===== config.mk =====
export PLATFORM = sky130hd
export DESIGN_NAME = bit_stuff_nrzi_flat
export DESIGN_NICKNAME = d
export VERILOG_FILES = /design/src/rtl/usb_pkg.sv /design/src/rtl/bit_stuff_nrzi_if.sv /design/src/rtl/bit_stuff_ctr.sv /design/src/rtl/bit_stuff_nrzi.sv /design/src/flat_wrapper.sv
export SDC_FILE = /design/constraint.sdc
export NUM_CORES = 1
export LEC_CHECK = 0
export CORE_AREA = 2 2 39 41
export DETAILED_ROUTE_END_ITERATION = 16
export DIE_AREA = 0 0 41 43
export SKIP_CTS_REPAIR_TIMING = 1
export SYNTH_ARGS = -nofsm -noshare
export SYNTH_HDL_FRONTEND = slang
export SYNTH_SLANG_ARGS = --single-unit

===== constraint.sdc =====
create_clock -name i_clock -period 4.9 [get_ports i_clock]
set_input_delay 0.49 -clock i_clock [delete_from_list [all_inputs] [get_ports i_clock]]
set_output_delay 0.49 -clock i_clock [all_outputs]
set_load 0.005 [all_outputs]

===== src/rtl/usb_pkg.sv =====
// Shared types and constants for the USB serial transmit path.
// Optional feature macro used by the bit stuffer: BIT_STUFF_STATS_EN.
package usb_pkg;

    typedef enum logic [1:0] {IDLE, SEND, STUFF} stuff_state_t;

    localparam int   STUFF_LEN_DEFAULT = 6;
    localparam logic NRZI_J = 1'b1;
    localparam logic NRZI_K = 1'b0;

    // NRZI: a raw 0 toggles the line, a raw 1 holds it.
    function automatic logic nrzi_next(input logic level, input logic raw_bit);
        return raw_bit ? level : ~level;
    endfunction

endpackage


===== src/rtl/bit_stuff_nrzi_if.sv =====
// Upstream bit stream plus downstream NRZI line pair of the bit stuffer.
// stuff_count exists only when BIT_STUFF_STATS_EN is defined.
interface bit_stuff_nrzi_if;
    logic       in_bit;
    logic       in_valid;
    logic       in_ready;
    logic       out_bit;
    logic       out_sending;
`ifdef BIT_STUFF_STATS_EN
    logic [7:0] stuff_count;
`endif

    // Upstream source / observer side.
    modport master (
`ifdef BIT_STUFF_STATS_EN
        input  stuff_count,
`endif
        output in_bit,
        output in_valid,
        input  in_ready,
        input  out_bit,
        input  out_sending
    );

    // Bit stuffer side.
    modport slave (
`ifdef BIT_STUFF_STATS_EN
        output stuff_count,
`endif
        input  in_bit,
        input  in_valid,
        output in_ready,
        output out_bit,
        output out_sending
    );
endinterface


===== src/rtl/bit_stuff_ctr.sv =====
// Ones-run counter for the bit stuffer. Saturates at STUFF_LEN, never wraps.
// o_stuff_now flags that this cycle's update brings the run to STUFF_LEN.
module bit_stuff_ctr #(
    parameter int STUFF_LEN = 6,
    parameter int INIT_ONES = 1
) (
    input  logic i_clock,
    input  logic i_reset,
    input  logic i_clear,   // raw 0 accepted or stuffed bit sent
    input  logic i_inc,     // raw 1 accepted
    input  logic i_init,    // packet boundary: prior run is INIT_ONES
    output logic o_stuff_now
);
    localparam int             W       = $clog2(STUFF_LEN + 1);
    localparam logic [W-1:0]   LP_LEN  = W'(STUFF_LEN);
    localparam logic [W-1:0]   LP_INIT = W'(INIT_ONES);

    logic [W-1:0] r_count;
    logic [W-1:0] w_base;
    logic [W-1:0] w_next;

    // Next run length: pick the prior run, then clear or increment it.
    always_comb begin
        // NOTE: every always_comb output gets a default first so no path can infer a latch.
        w_base = i_init ? LP_INIT : r_count;
        w_next = w_base;
        if (i_clear)
            w_next = '0;
        else if (i_inc && (w_base != LP_LEN))
            w_next = w_base + W'(1);
    end

    // Run-length register.
    always_ff @(posedge i_clock) begin
        // NOTE: sequential state uses non-blocking assignments so all registers update together.
        if (i_reset)
            r_count <= LP_INIT;
        else
            r_count <= w_next;
    end

    assign o_stuff_now = (w_next == LP_LEN);
endmodule


===== src/rtl/bit_stuff_nrzi.sv =====
// Bit stuffer + NRZI encoder feeding the DP/DM line encoder.
// Inserts a stuffed 0 after STUFF_LEN consecutive raw 1s, then NRZI-encodes.
// Define BIT_STUFF_STATS_EN to add the saturating per-packet stuff_count.
module bit_stuff_nrzi
    import usb_pkg::*;
#(
    parameter int   STUFF_LEN  = STUFF_LEN_DEFAULT,
    parameter logic INIT_LEVEL = NRZI_K,
    parameter int   INIT_ONES  = 1
) (
    input  logic             i_clock,
    input  logic             i_reset,
    bit_stuff_nrzi_if.slave  io_bus
);
    stuff_state_t r_state;
    logic         r_level;
    logic         r_out_bit;
    logic         r_out_sending;
`ifdef BIT_STUFF_STATS_EN
    logic [7:0]   r_stuff_count;
`endif

    logic w_ready;
    logic w_accept;
    logic w_prior_level;
    logic w_new_level;
    logic w_stuff_now;

    assign w_ready  = (r_state != STUFF);
    assign w_accept = io_bus.in_valid & w_ready;

    // A packet's first bit is encoded against the SYNC-end level.
    always_comb begin
        w_prior_level = (r_state == IDLE) ? INIT_LEVEL : r_level;
        w_new_level   = nrzi_next(w_prior_level, io_bus.in_bit);
    end

    bit_stuff_ctr #(
        .STUFF_LEN (STUFF_LEN),
        .INIT_ONES (INIT_ONES)
    ) u_ctr (
        .i_clock     (i_clock),
        .i_reset     (i_reset),
        .i_clear     ((w_accept & ~io_bus.in_bit) | (r_state == STUFF)),
        .i_inc       (w_accept & io_bus.in_bit),
        .i_init      (r_state == IDLE),
        .o_stuff_now (w_stuff_now)
    );

    // Packet FSM with registered line outputs and NRZI level.
    always_ff @(posedge i_clock) begin
        if (i_reset) begin
            r_state       <= IDLE;
            r_level       <= INIT_LEVEL;
            r_out_bit     <= INIT_LEVEL;
            r_out_sending <= 1'b0;
`ifdef BIT_STUFF_STATS_EN
            r_stuff_count <= 8'd0;
`endif
        end else begin
            case (r_state)
                IDLE, SEND: begin
                    if (io_bus.in_valid) begin
                        r_level       <= w_new_level;
                        r_out_bit     <= w_new_level;
                        r_out_sending <= 1'b1;
                        r_state       <= w_stuff_now ? STUFF : SEND;
`ifdef BIT_STUFF_STATS_EN
                        if (r_state == IDLE)
                            r_stuff_count <= 8'd0;
`endif
                    end else begin
                        r_out_sending <= 1'b0;
                        r_state       <= IDLE;
                        if (r_state == IDLE)
                            r_level <= INIT_LEVEL;
                    end
                end
                STUFF: begin
                    r_level       <= ~r_level;
                    r_out_bit     <= ~r_level;
                    r_out_sending <= 1'b1;
                    r_state       <= SEND;
`ifdef BIT_STUFF_STATS_EN
                    if (r_stuff_count != 8'hFF)
                        r_stuff_count <= r_stuff_count + 8'd1;
`endif
                end
                default: r_state <= IDLE;
            endcase
        end
    end

    assign io_bus.in_ready    = w_ready;
    assign io_bus.out_bit     = r_out_bit;
    assign io_bus.out_sending = r_out_sending;
`ifdef BIT_STUFF_STATS_EN
    assign io_bus.stuff_count = r_stuff_count;
`endif
endmodule


===== src/flat_wrapper.sv =====
// flat-port wrapper written by rule: the top's interface ports become plain ports
module bit_stuff_nrzi_flat import usb_pkg::*;
#(
    parameter int   STUFF_LEN  = STUFF_LEN_DEFAULT,
    parameter logic INIT_LEVEL = NRZI_K,
    parameter int   INIT_ONES  = 1
)
  (i_clock, i_reset, io_bus_in_bit, io_bus_in_valid, io_bus_in_ready, io_bus_out_bit, io_bus_out_sending);
  bit_stuff_nrzi_if io_bus_i ();
  input  logic i_clock;
  input  logic i_reset;
  input wire logic [$bits(io_bus_i.in_bit)-1:0] io_bus_in_bit;
  input wire logic [$bits(io_bus_i.in_valid)-1:0] io_bus_in_valid;
  output wire logic [$bits(io_bus_i.in_ready)-1:0] io_bus_in_ready;
  output wire logic [$bits(io_bus_i.out_bit)-1:0] io_bus_out_bit;
  output wire logic [$bits(io_bus_i.out_sending)-1:0] io_bus_out_sending;
  assign io_bus_i.in_bit = io_bus_in_bit;
  assign io_bus_i.in_valid = io_bus_in_valid;
  assign io_bus_in_ready = io_bus_i.in_ready;
  assign io_bus_out_bit = io_bus_i.out_bit;
  assign io_bus_out_sending = io_bus_i.out_sending;
  bit_stuff_nrzi #(.STUFF_LEN(STUFF_LEN), .INIT_LEVEL(INIT_LEVEL), .INIT_ONES(INIT_ONES)) u_core (.i_clock(i_clock), .i_reset(i_reset), .io_bus(io_bus_i));
endmodule

# Yosys cells after proc, flatten, opt, wreduce, memory -nomap -nowiden
# Cells that the tools add are included.
# word_totals
wordCells	38
mem_bits_ro	0
ramBits	0
inputBits	4
output_inout_bits	3
latchBits	0
regBits	8
mem_count	0
# classes
add_sub_neg	1
n_mux	14
n_eq_ne	6
div_mod_pow	0
magnitude_cmp	0
shifts	0
mul	0
n_reduce_logical	5
n_bitwise	7
# op_table
cell	count
2-to-1 mux 3 bit	3
one-hot mux 1 bit (2 select lines)	3
2-to-1 mux 1 bit	5
2-to-1 mux 2 bit	2
inequality test 2 bit, second input constant	2
one-hot mux 2 bit (2 select lines)	1
adder 3 x 1 -> 3 bit, second input constant	1
bitwise AND 1 bit	3
== test 3 bit, second input constant	1
inequality test 3 bit, second input constant	1
NOT 1 bit	3
== test 2 x 1 -> 1 bit, second input constant	1
== test 2 bit, second input constant	1
logical NOT 2 bit	1
AND reduction 2 bit	1
nonzero test 2 bit	1
OR reduction 2 bit	1
logical AND 1 bit	1
bitwise OR 1 bit	1

# Logic depth before layout (Yosys ltp)
# depth
word_depth	10
depth_mapped	8

# Cells and area by module
# From an unflattened synthesis, not the netlist that was laid out.
# unflattened
cells_unflattened	56
hier_area_um2	486.7
# by_module_without_submodules
mod	cells_each	n_inst	area_per_inst_um2	seq_area_each_um2
bit_stuff_nrzi	30	1	259.0	100.1
bit_stuff_ctr	26	1	227.7	60.1

# Worst setup path before layout
# No wires, ideal clock.
# synth_path
kind	reg2reg
from	register u_core.r_state[1]
to	register u_core.r_state[0]
required_ps	4780
path_stages_with_launch	9
arrival_ps	1550
setup_time_ps	120
path_buffers	1
period_less_slack_ps	1670
slack_ps	3230
cell_sequence	dfxtp_1 buf_2 o21ai_1 inv_1 ha_1 nand3_2 nand4_2 mux2i_1 o31a_1
# synth_between
elab_chain_len	10
# synth_rtl
element	line	source
from (decl)	bit_stuff_nrzi.sv:15	stuff_state_t r_state;
from (signal assigned)	bit_stuff_nrzi.sv:67	r_state <= w_stuff_now ? STUFF : SEND;
branches (longest 9 deep; another with adder 3 x 1 -> 3 bit)	n/a	
one-hot mux 2 bit (2 select lines) *	bit_stuff_nrzi.sv:61	case (r_state)
# Mark *: on every way between the ends.
# A chain may end at the register's enable or synchronous reset.

# Worst setup path in the final report
# layout_path
from	register u_core.r_state[1]
to	output port io_bus_in_ready
# layout_between
elab_chain_len	1
# layout_rtl
element	line	source
inequality test 2 bit	bit_stuff_nrzi.sv:29	assign w_ready = (r_state != STUFF);
to (decl)	flat_wrapper.sv:14	output wire logic [$bits(io_bus_i.in_ready)-1:0] io_bus_in_ready;
# No other way between the ends.

==> run_results.csv <==
group,metric,value,unit
run_status,status,"finished clean",
worst_setup_path,cp-start-kind,"register",
worst_setup_path,rr_startpoint,"u_core.r_state[0]",
power_and_ir_drop,p_leak,0.241,nW
detailed_routing,routedWlPerCell,11.9,µm
grt,grt_util_all_layers,12.8,%
power_and_ir_drop,vdd_ir_drop_max,0.0804,mV
clocking,cts_root_buf,"clkbuf_4",
worst_setup_path,rr_worst_depth,7,
synthesis,synth_top_area_cell,"dfxtp_1",
floorplan,die_w,41,µm
grt,grt_pass1_wl,1520,µm
timing,final.setup_skew,0.236,ps
placement,place_ws,2810,ps
cells_and_area,nets,70,
worst_setup_path,cp.required,4410,ps
timing,hold_slack,494,ps
synthesis,yosys_warnings,0,
timing,finalMaxSlewViolations,0,
worst_setup_path,crit_path_end,"io_bus_in_ready",
timing,setup_violations,0,
synthesis,ys_seq_area_share,31.3,%
placement,dp_hpwl,684,µm
synthesis,syn_area_per_cell,9.14,µm²
clocking,h-tree-depth,1,
detailed_routing,antenna_left,0,
synthesis,synth_fp_nets,61,
placement,place_area,576,µm²
clocking,cts.path.max_buffers,2,
timing,finalHoldViolCount,0,
clocking,clkLatencyLatePin,250,ps
clocking,cts_tree,"done",
cells_and_area,drive_above_1_share,20.6,%
grt,grt_pass1_vias,355,
synthesis,synth_top_area_share,31.3,%
timing,max_clock_freq,0.462,GHz
cells_and_area,final_cell_mix,"8 x dfxtp_1, 6 x nor2_1, 6 x clkdlybuf4s50_1",
floorplan,start_util,37.0,%
detailed_routing,drcViolationCount,0,
floorplan,rows,14,
floorplan,ios,7,
detailed_routing,drtPass1Iterations,4,
synthesis,async_flop_share,0,%
timing,tightestPinTransition,495,ps
placement,place.port_buffers,6,
detailed_routing,drtIter0Drc,11,
detailed_routing,vias,421,
placement,routabilityCongestion,0.782,
timing,min_period,2170,ps
synthesis,synth_area,512,µm²
worst_setup_path,r2r_slack,3010,ps
synthesis,synth_edf_count,0,
cells_and_area,diodes,0,
timing,maxSlewHeadroom,67.0,%
worst_setup_path,endpoint_kind,"primary output",
job,drv_cap,0,
timing,fin_crit_sh,44.2,%
worst_setup_path,crit_type,"register to primary output",
worst_setup_path,worst-path-max-fanout,11,
detailed_routing,viasPerCell,5.33,
worst_setup_path,worstSetupStartpoint,"u_core.r_state[1]",
detailed_routing,wl,938,µm
worst_setup_path,crit-reg2reg-capture,"u_core.r_state[0]",
floorplan,coreArea,0.00138,mm²
worst_setup_path,worst-endpoint-arrival,1680,ps
cells_and_area,final_common_cell,"dfxtp_1",
synthesis,synth_cells,56,
clocking,cts_made_buffers,3,
synthesis,synth_cell_types,33,
floorplan,die_h,43,µm
clocking,clkTransAtPathRegs,50,ps
cells_and_area,syn_to_final_growth,16.9,%
timing,finalWorstSetupSlack,2730,ps
synthesis,synthFlopType,"dfxtp_1",
floorplan,dieArea,0.00176,mm²
timing,tns,0,ps
cells_and_area,final_util,43.2,%
synthesis,synth_seq_cells,8,
clocking,clock-sinks,8,
grt,overflow,0,
hold_path,min_path_type,"register to register",
grt,grt_max_degree,13,
power_and_ir_drop,powerDensity,240,mW/mm²
grt,antenna_found_initial,0,
synthesis,ys_top_cells_by_area,"dfxtp_1 31%, nor2b_4 5.4%, nor2_1 4.4%",
timing,rsz0062_at_grt,"false",
cells_and_area,fin_area,598,µm²
==> stage by stage <==
step,total power [W],std cells
3_3_place_gp,0.0000943,76
6_report,0.000143,79
2_1_floorplan,0.0000861,56
4_1_cts,0.000147,79
5_1_grt,0.000152,79
3_5_place_dp,0.0000943,76
==> critical path, stage by stage, from the launching register on <==
cell and delay (ps):
dfxtp_1 590, nor2b_4 330, inv_4 50, clkdlybuf4s50_1 440
==> logic make-up (layout without fill, tap and decap cells) <==
group / Yosys count / after routing / share of synthesized area [%]
flip-flops: 8 / 8 / 31.3
adder cells (fa/ha/maj): 1 / 1 / 2.44
multiplexers: 4 / 4 / 9.05
buffers and inverters: 4 / 11 / 5.13
XOR/XNOR: 1 / 1 / 1.71
AND/OR/NAND/NOR: 25 / 25 / 33.0
AO/OA/AOI/OAI: 13 / 13 / 17.4
==> routing by layer <==
| metal | up-vias | part of all wire, % | track usage [%] |
|---|---|---|---|
| li1 | 217 | - | - |
| met1 | 195 | 51 | 19.0 |
| met4 | 0 | 0 | 8.00 |
| met5 | - | 0 | 0 |
| met2 | 9 | 44 | 15.6 |
| met3 | 0 | 4.6 | 3.14 |
==> Yosys cell counts, types with 2 or more instances <==
master / count
nor3_1: 3
nor2_1: 6
mux2i_1: 2
nand3_2: 2
nor2b_4: 2
a21oi_1: 4
nand2_1: 4
dfxtp_1: 8
==> power by group <==
group	switching, W	total [W]	internal (W)	leakage, nW
logic	0.00000893	0.0000208	0.0000119	0.161
registers	0.00000362	0.0000719	0.0000683	0.0659
clock network	0.0000225	0.0000505	0.0000280	0.0138
==> final cells by class <==
class,instances,area [µm²]
timing repair buffer,6,60.1
clock buffer,3,22.5
inverter,2,10.0
fill,139,786
tap,16,20.0
sequential,8,160
multi-input combinational,44,325
==> flip-flops by register name, summed over array words and instances, names as in the netlist <==
register and count:
u_core.r_level 1, u_core.u_ctr.r_count 3, u_core.io_bus.out_sending 1, u_core.io_bus.out_bit 1, u_core.r_state 2
==> worst min path at each step <==
stage                         startpoint                        end  slack [ps]  cells after the start
2_1_floorplan  u_core.io_bus.out_sending  u_core.io_bus.out_sending         480                      2
3_3_place_gp   u_core.io_bus.out_sending  u_core.io_bus.out_sending         490                      2
3_5_place_dp   u_core.io_bus.out_sending  u_core.io_bus.out_sending         490                      2
4_1_cts        u_core.io_bus.out_sending  u_core.io_bus.out_sending         500                      2
5_1_grt        u_core.io_bus.out_sending  u_core.io_bus.out_sending         540                      2
6_report       u_core.io_bus.out_sending  u_core.io_bus.out_sending         490                      2
Power figures use the tool's default switching activity.
